## src/rtl/sys_rst_pkg.sv

```systemverilog
// Shared types and default timing constants for the system reset sequencer.
package sys_rst_pkg;

  typedef enum logic [2:0] {
    PLL_RST,
    WAIT_LOCK,
    DDR_CAL,
    RETRY,
    SYS_DLY,
    RUN,
    SW_RST,
    FAIL
  } rst_state_t;

  localparam int DEF_PLL_RST_CYCLES     = 16;
  localparam int DEF_LOCK_STABLE_CYCLES = 1024;
  localparam int DEF_DDR_CALIB_TIMEOUT  = 1048576;
  localparam int DEF_SYS_DELAY_CYCLES   = 64;
  localparam int DEF_MAX_RETRIES        = 3;

  function automatic int max_of(input int a, input int b);
    return (a > b) ? a : b;
  endfunction

endpackage

```

## src/rtl/cdc_sync2.sv

```systemverilog
// Two-flop level synchronizer; both stages clear to 0 on reset.
module cdc_sync2 (
  input  logic i_clk,
  input  logic i_reset,
  input  logic i_d,
  output logic o_q
);

  logic meta_q;
  logic sync_q;

  always_ff @(posedge i_clk) begin
    if (i_reset) begin
      meta_q <= 1'b0;
      sync_q <= 1'b0;
    end else begin
      meta_q <= i_d;
      sync_q <= meta_q;
    end
  end

  assign o_q = sync_q;

endmodule

```

## src/rtl/sys_rst_sequencer.sv

```systemverilog
// Power-on reset sequencer: PLL reset/lock qualification, then DDR and system release.
// Define SYS_RST_SEQ_DDR_EN to build the DDR calibration, retry and failure path.
module sys_rst_sequencer
  import sys_rst_pkg::*;
#(
  parameter int PLL_RST_CYCLES     = DEF_PLL_RST_CYCLES,
  parameter int LOCK_STABLE_CYCLES = DEF_LOCK_STABLE_CYCLES,
  parameter int DDR_CALIB_TIMEOUT  = DEF_DDR_CALIB_TIMEOUT,
  parameter int SYS_DELAY_CYCLES   = DEF_SYS_DELAY_CYCLES,
  parameter int MAX_RETRIES        = DEF_MAX_RETRIES
) (
  input  logic       i_clk,
  input  logic       i_reset,
  input  logic       i_pll_locked,
  input  logic       i_ddr_calib_done,
  input  logic       i_sw_reset,
  output logic       o_pll_reset,
  output logic       o_ddr_reset,
  output logic       o_sys_reset,
  output logic       o_ready,
  output logic       o_fail,
  output logic [1:0] o_retry_cnt
);

  localparam int MAXP = max_of(max_of(max_of(PLL_RST_CYCLES, LOCK_STABLE_CYCLES),
                                      max_of(DDR_CALIB_TIMEOUT, SYS_DELAY_CYCLES)),
                               MAX_RETRIES);
  localparam int CW = $clog2(MAXP + 1);

  // Load values are N-1 so each state lasts exactly N cycles before its zero test fires.
  localparam logic [CW-1:0] LD_PLL  = CW'(PLL_RST_CYCLES - 1);
  localparam logic [CW-1:0] LD_LOCK = CW'(LOCK_STABLE_CYCLES - 1);
  localparam logic [CW-1:0] LD_SYS  = CW'(SYS_DELAY_CYCLES - 1);
`ifdef SYS_RST_SEQ_DDR_EN
  localparam logic [CW-1:0] LD_DDR  = CW'(DDR_CALIB_TIMEOUT - 1);
  localparam logic [1:0]    MAX_R   = 2'(MAX_RETRIES);
`endif

  rst_state_t    state_q, state_d;
  logic [CW-1:0] cnt_q, cnt_d;
  logic          lock_s;
  logic          pll_q, pll_d;
  logic          sys_q, sys_d;
  logic          ready_q, ready_d;

  cdc_sync2 u_lock_sync (
    .i_clk   (i_clk),
    .i_reset (i_reset),
    .i_d     (i_pll_locked),
    .o_q     (lock_s)
  );

`ifdef SYS_RST_SEQ_DDR_EN
  logic       ddr_q, ddr_d;
  logic       fail_q, fail_d;
  logic [1:0] retry_q, retry_d;
`else
  logic unused_calib_done;
  assign unused_calib_done = i_ddr_calib_done;
`endif

  always_comb begin
    state_d = state_q;
    cnt_d   = (cnt_q == '0) ? '0 : cnt_q - 1'b1;
`ifdef SYS_RST_SEQ_DDR_EN
    retry_d = retry_q;
`endif
    // Loss of lock is tested first so it outranks every other event in the same cycle.
    case (state_q)
      PLL_RST: if (cnt_q == '0) state_d = WAIT_LOCK;
      WAIT_LOCK: begin
        if (!lock_s)            cnt_d = LD_LOCK;
`ifdef SYS_RST_SEQ_DDR_EN
        else if (cnt_q == '0)   state_d = DDR_CAL;
`else
        else if (cnt_q == '0)   state_d = SYS_DLY;
`endif
      end
`ifdef SYS_RST_SEQ_DDR_EN
      DDR_CAL: begin
        if (!lock_s)                state_d = PLL_RST;
        else if (i_ddr_calib_done)  state_d = SYS_DLY;
        else if (cnt_q == '0)       state_d = RETRY;
      end
      RETRY: begin
        if (retry_q < MAX_R) begin
          retry_d = retry_q + 2'd1;
          state_d = PLL_RST;
        end else begin
          state_d = FAIL;
        end
      end
`endif
      SYS_DLY: begin
        if (!lock_s)           state_d = PLL_RST;
        else if (cnt_q == '0)  state_d = RUN;
      end
      RUN: begin
        if (!lock_s)           state_d = PLL_RST;
        else if (i_sw_reset)   state_d = SW_RST;
      end
      SW_RST: begin
        if (!lock_s)                         state_d = PLL_RST;
        else if (cnt_q == '0 && !i_sw_reset) state_d = RUN;
      end
      FAIL:    state_d = FAIL;
      default: state_d = PLL_RST;
    endcase

    if (state_d != state_q) begin
      case (state_d)
        PLL_RST:          cnt_d = LD_PLL;
        WAIT_LOCK:        cnt_d = LD_LOCK;
`ifdef SYS_RST_SEQ_DDR_EN
        DDR_CAL:          cnt_d = LD_DDR;
`endif
        SYS_DLY, SW_RST:  cnt_d = LD_SYS;
        default:          cnt_d = '0;
      endcase
    end

    pll_d   = (state_d == PLL_RST);
    sys_d   = (state_d != RUN);
    ready_d = (state_d == RUN);
`ifdef SYS_RST_SEQ_DDR_EN
    ddr_d   = !(state_d inside {DDR_CAL, SYS_DLY, RUN, SW_RST});
    fail_d  = (state_d == FAIL);
`endif
  end

  always_ff @(posedge i_clk) begin
    if (i_reset) begin
      state_q <= PLL_RST;
      cnt_q   <= LD_PLL;
      pll_q   <= 1'b1;
      sys_q   <= 1'b1;
      ready_q <= 1'b0;
`ifdef SYS_RST_SEQ_DDR_EN
      ddr_q   <= 1'b1;
      fail_q  <= 1'b0;
      retry_q <= 2'd0;
`endif
    end else begin
      state_q <= state_d;
      cnt_q   <= cnt_d;
      pll_q   <= pll_d;
      sys_q   <= sys_d;
      ready_q <= ready_d;
`ifdef SYS_RST_SEQ_DDR_EN
      ddr_q   <= ddr_d;
      fail_q  <= fail_d;
      retry_q <= retry_d;
`endif
    end
  end

  assign o_pll_reset = pll_q;
  assign o_sys_reset = sys_q;
  assign o_ready     = ready_q;
`ifdef SYS_RST_SEQ_DDR_EN
  assign o_ddr_reset = ddr_q;
  assign o_fail      = fail_q;
  assign o_retry_cnt = retry_q;
`else
  assign o_ddr_reset = 1'b1;
  assign o_fail      = 1'b0;
  assign o_retry_cnt = 2'd0;
`endif

endmodule

```

## config.mk

```make
export PLATFORM = sky130hd
export DESIGN_NAME = sys_rst_sequencer
export DESIGN_NICKNAME = d
export VERILOG_FILES = /design/src/rtl/sys_rst_pkg.sv /design/src/rtl/cdc_sync2.sv /design/src/rtl/sys_rst_sequencer.sv
export SDC_FILE = /design/constraint.sdc
export NUM_CORES = 1
export LEC_CHECK = 0
export ABC_CLOCK_PERIOD_IN_PS = 2000
export BUFFER_PORTS_ARGS = -buffer_cell sky130_fd_sc_hd__buf_2
export CAP_MARGIN = 40
export CORE_UTILIZATION = 55
export CTS_BUF_LIST = sky130_fd_sc_hd__clkbuf_8
export CTS_CLUSTER_DIAMETER = 40
export DETAILED_ROUTE_END_ITERATION = 16
export GPL_ROUTABILITY_DRIVEN = 0
export PLACE_DENSITY = 0.85
export REMOVE_ABC_BUFFERS = 1
export SLEW_MARGIN = 10
export SYNTH_ARGS = -nofsm -noshare
export SYNTH_HDL_FRONTEND = slang
export SYNTH_SLANG_ARGS = --single-unit
```

## constraint.sdc

```tcl
create_clock -name i_clk -period 2 [get_ports i_clk]
set_input_delay 0.5 -clock i_clk [delete_from_list [all_inputs] [get_ports i_clk]]
set_output_delay 0.5 -clock i_clk [all_outputs]
set_load 0.02 [all_outputs]
```

### Yosys cells after proc, flatten, opt, wreduce, memory -nomap -nowiden

Index checks and enable logic that the tools add are counted.

* flip-flop bits (word level): 29
* input bits: 5
* output and inout port bits: 7

* add/sub/neg operators: 1
* eq/ne operators: 11
* muxes and demuxes: 15
* reduce and logical (&&, ||, !) cells: 6

Operators by type and width (number)
* $mux W21: 4
* $pmux W10 S3: 1
* $mux W3: 9
* $eq A3 B3 Y1 const B: 7
* $logic_not A21 Y1: 1
* $sub A21 B1 Y21 const B: 1
* $pmux W3 S6: 1
* $eq A3 B1 Y1 const B: 2
* $logic_not A3 Y1: 2
* $ne A3 B3 Y1: 1
* $ne A3 B3 Y1 const B: 1
* $reduce_or A2 Y1: 1
* $logic_and A1 B1 Y1: 1
* $logic_not A1 Y1: 1

### Depth between registers and ports, before layout

* depth in word-level cells: 9
* mapped depth: 9
* mapped depth without buffers: 8

### By module

From an unflattened synthesis, not the netlist that was laid out.

* cells, all modules: 196
* area, all modules: 1634.1 µm²

By module, submodules not included
* sys_rst_sequencer: instances 1, cells an instance 192, area each 1581.5 µm², seq. area each 540.5 µm²
* cdc_sync2: instances 1, cells an instance 4, area each 52.6 µm², seq. area each 40.0 µm²

### Worst setup path after synthesis

No wires, ideal clock.

* kind: reg2reg
* start point: register cnt_q[0]
* end point: register ready_q, in the netlist o_ready
* library setup time: 115 ps
* arrival: 1864 ps
* slack: 21 ps
* stages on the path, launching flop included: 10
* buffers on the path: 1
* clock period less this slack: 1979 ps
* path through: dfxtp_1 inv_1 ha_1 nor3b_2 nand4_4 or2_1 buf_6 a31oi_4 a31oi_4 and2_1

* longest elaborated chain between the ends: 6
* elaborated cells on any way between the ends: 11
* classes of those cells: 1 x eq/ne; 8 x mux; 2 x reduce/logical

Ends and longest elaborated chain
* start: declaration: line sys_rst_sequencer.sv:40 `logic [CW-1:0] cnt_q, cnt_d;`
* start signal: assignment: line sys_rst_sequencer.sv:145 `cnt_q <= cnt_d;`
* $logic_not A21 Y1 (*)
* $logic_and A1 B1 Y1: line sys_rst_sequencer.sv:104 `else if (cnt_q == '0 && !i_sw_reset) state_d = RUN;`
* $mux W3: line sys_rst_sequencer.sv:104
* $mux W3: line sys_rst_sequencer.sv:103 `if (!lock_s) state_d = PLL_RST;`
* $pmux W3 S6 (*): line sys_rst_sequencer.sv:69 `case (state_q)`
* $eq A3 B3 Y1 (*): line sys_rst_sequencer.sv:124 `ready_d = (state_d == RUN);`
* end signal: assignment: line sys_rst_sequencer.sv:148 `ready_q <= ready_d;`
* end: declaration: line sys_rst_sequencer.sv:44 `logic ready_q, ready_d;`

Every way passes the cells marked *; elsewhere a longest branch is shown, timed or not.
A chain may end at the register's enable or synchronous reset.

### Final worst setup path

* start point: register cnt_q[12]
* end point: register cnt_q[0]

* longest elaborated chain between the ends: 9
* elaborated cells on any way between the ends: 21
* classes of those cells: 4 x eq/ne; 13 x mux; 4 x reduce/logical

Ends and longest elaborated chain
* $logic_not A21 Y1 (*)
* $logic_and A1 B1 Y1: line sys_rst_sequencer.sv:104
* $mux W3: line sys_rst_sequencer.sv:104
* $mux W3: line sys_rst_sequencer.sv:103
* $pmux W3 S6: line sys_rst_sequencer.sv:69
* $eq A3 B3 Y1: line sys_rst_sequencer.sv:111 `case (state_d)`
* $reduce_or A2 Y1: line sys_rst_sequencer.sv:111
* $pmux W10 S3: line sys_rst_sequencer.sv:111
* $mux W21 (*): line sys_rst_sequencer.sv:110 `if (state_d != state_q) begin`

Marked as above.

==> out/metrics.cfg <==
[timing]
finClkSkew_ns=0.007531
hold_violations=0
rsz0062_at_grt=true
hold_slack_ns=0.4480
fin_ws_ns=-0.02568
worstMarginPinSlew_ns=0.5367
timing.final.crit_share_pct=101.3
setup_viol=4
fmax_ghz=0.4937
fin_crit_ns=2.026
drv_slew=0
slew_headroom_pct=64.09

[power_and_ir_drop]
p_leak_nw=0.7869
p_int_uw=853.1
p_comb_share_pct=6.4
ir_drop_v=0.0007468
p_switching_uw=265.5
p_clk_share_pct=40.5
p_sw_share_pct=23.73
p_seq_share_pct=53.2
p_per_area_nw_per_um2=580.5

[clock_tree]
clock-sinks=29
cts_tree=done
clk_latency_ns=0.28
root_buffer=clkbuf_8
htreeDepth=2
path_clk_slew_ns=0.06
numCtsBuffers=5
cts_max_path_buffers=2

[synthesis]
netlist_top_cells_count=dfxtp_1 (29), nor2_1 (25), nand2_1 (22)
post-synth-top-area-cell=dfxtp_1
yosysMostFrequentCell=dfxtp_1
syn_area_um2=1569
syn_avg_cell_area_um2=8.669
synth_compound_area_share_pct=18.98
seq_area_frac_synth_pct=37.00
synth_top_family_by_area=simple AND/OR/NAND/NOR gates
synthCells=181
yosysWarnings=0
synth_top_area_share_pct=37.00
ys_ff_latch=29
ys_types=52
synthTopCellsByArea=dfxtp_1 (37%), nor2_1 (6.0%), xnor2_1 (5.6%)
synth_ff_type=dfxtp_1
synthArstFlopShare_pct=0
muxShareOfSynthArea_pct=0.6380
synth_edf_count=0
synth-xor-area-share_pct=8.373
synth-simple-area-share_pct=28.63
synth-adder-area-share_pct=0.7974

[global_routing]
grt_pass1_vias=1318
grt-ovfl-total=0
grt_max_degree=13
antenna_found_initial=0
grt.total_usage_pct=24.63
grt_pass1_wl_um=5899

[floorplanning]
io_pins=12
row_count=19
fp.dieH_um=55.41
core-area_um2=2734
die-area_um2=3070
start_util_pct=57.39
chipWidth_um=55.41

[outcome]
status=finished, violations left
violations=negative setup slack

[detailed_routing]
drc_errors=0
wl_per_cell_um=15.40
viasPerCell=5.912
drt_wl_total_um=3666
initialDrtViolationCount=50
firstDrtPassIters=4
via_count=1407
drtAntennaViolNets=0

[placed_design]
dp_hpwl_um=2478
port_buffers=6

[cells_and_area]
syn_to_final_growth_pct=22.81
diodes=0
nNetsFinal=212
drive_gt1_share_pct=29.95
fin_util_pct=70.48

[setup_path]
crit_type=flop to flop
cp.required_ns=2.16
cp-end-kind=flop
cp_cell_sequence=nor4_2 -> nand2_2 -> nor4b_4 -> a31oi_4 -> a31oi_4 -> a22oi_2
critPathLaunchType=flop
ff2ff_setup_slack_ns=-0.03
critPathArrivalTime_ns=2.18
max_stage_delay_ns=0.41
crit_top_cell=a31oi_4
cp_max_fo=6
worst_path_max_delay_cell=nor4_2

[flow_run]
cap_violations=0

[worst_hold_path]
hp-class=input pin to flop

## logic make-up (layout without fill, tap and decap cells)
logic type,Yosys count,in the layout
flops,29,29
xor+xnor,15,15
buf+inv,15,39
compound gates,38,38
other cells,2,4
fa+ha+maj,1,1
simple gates,80,80
mux,1,1
## per-layer routing
| layer | up-vias | global-route usage [%] | wire length, um |
|---|---|---|---|
| li1 | 683 | - | - |
| met3 | 9 | 6.792 | 162 |
| met2 | 44 | 41.14 | 1954 |
| met4 | 0 | 13.21 | 80 |
| met1 | 671 | 28.49 | 1468 |
| met5 | - | 0 | 0 |
## sequential cells by signal (all words and copies together), names as in the netlist
name	count
cnt_q	21
o_sys_reset	1
o_pll_reset	1
state_q	3
o_ready	1
u_lock_sync.o_q	1
u_lock_sync.meta_q	1
## critical path: cells and delay by family (launching register included)
family	cells	cell delay, ns
and+or+nand+nor	3	1.02
AOI/OAI and AO/OA	3	0.52
DFF	1	0.35
## cell usage in the layout, fill, tap and decap left out, types with 2 or more instances in the layout
| cell type | count |
|---|---|
| conb_1 | 4 |
| nor4_4 | 3 |
| nor4b_4 | 2 |
| inv_1 | 4 |
| nor2b_1 | 3 |
| nand2_1 | 21 |
| nor2_1 | 25 |
| a211oi_1 | 2 |
| o211ai_1 | 2 |
| xnor2_1 | 10 |
| a22oi_2 | 3 |
| a21oi_1 | 9 |
| o22ai_1 | 2 |
| or3_1 | 3 |
| or2_4 | 2 |
| xor2_1 | 5 |
| a31oi_4 | 2 |
| buf_2 | 6 |
| inv_2 | 2 |
| nor3_1 | 4 |
| nand3_1 | 2 |
| clkbuf_8 | 5 |
| buf_4 | 19 |
| clkinv_2 | 2 |
| o21ai_0 | 3 |
| nor4_1 | 3 |
| o21bai_1 | 2 |
| dfxtp_1 | 28 |
## power by group through the flow
stage | sequential (mW) | combinational, mW | clock (mW)
floorplan | 0.605 | 0.0344 | 0
CTS | 0.593 | 0.0636 | 0.456
detailed placement | 0.605 | 0.0582 | 0
finish | 0.595 | 0.0712 | 0.453
global placement | 0.604 | 0.0555 | 0
global route | 0.595 | 0.0787 | 0.480
## cell type report
type	instances	area, um2
multi-input combinational	139	1021
fill	194	807.0
clock inverter	3	13.76
sequential	29	581.8
tap	31	38.79
timing repair buffer	26	183.9
inverter	5	18.77
clock buffer	5	68.82
## path summary, 6_finish.rpt
check                                                   start                             to  cells after the start
worst max register to register           cnt_q[12]$_SDFF_PP0_            cnt_q[0]$_SDFF_PP1_                      6
worst min-delay path                             i_pll_locked  u_lock_sync.meta_q$_SDFF_PP0_                      2
worst min register to register  u_lock_sync.meta_q$_SDFF_PP0_     u_lock_sync.o_q$_SDFF_PP0_                      1
worst max-delay path                     cnt_q[12]$_SDFF_PP0_            cnt_q[0]$_SDFF_PP1_                      6
## per-stage QoR
step / instances / setup WS, ns / power, mW / TNS, ns / area (um2)
global route: 238 / -0.1091 / 1.153 / -0.6730 / 1927
floorplan: 173 / 0.005806 / 0.6390 / 0 / 1515
finish: 238 / -0.02568 / 1.119 / -0.06990 / 1927
detailed placement: 225 / -0.1096 / 0.6631 / -0.5242 / 1697
CTS: 234 / 0.006312 / 1.112 / 0 / 1847
global placement: 225 / -0.002689 / 0.6600 / -0.003485 / 1697
## what timing repair did
| item | 4_1_cts | 5_1_grt |
|---|---|---|
| setup buffers | 1 | 4 |
| resized for setup | 14 | 10 |
| hold buffers | 0 | 0 |
| endpoints found under the setup margin | 7 | 8 |
| pin swaps | 6 | 11 |
No activity file was read; power rests on OpenSTA's default activity.
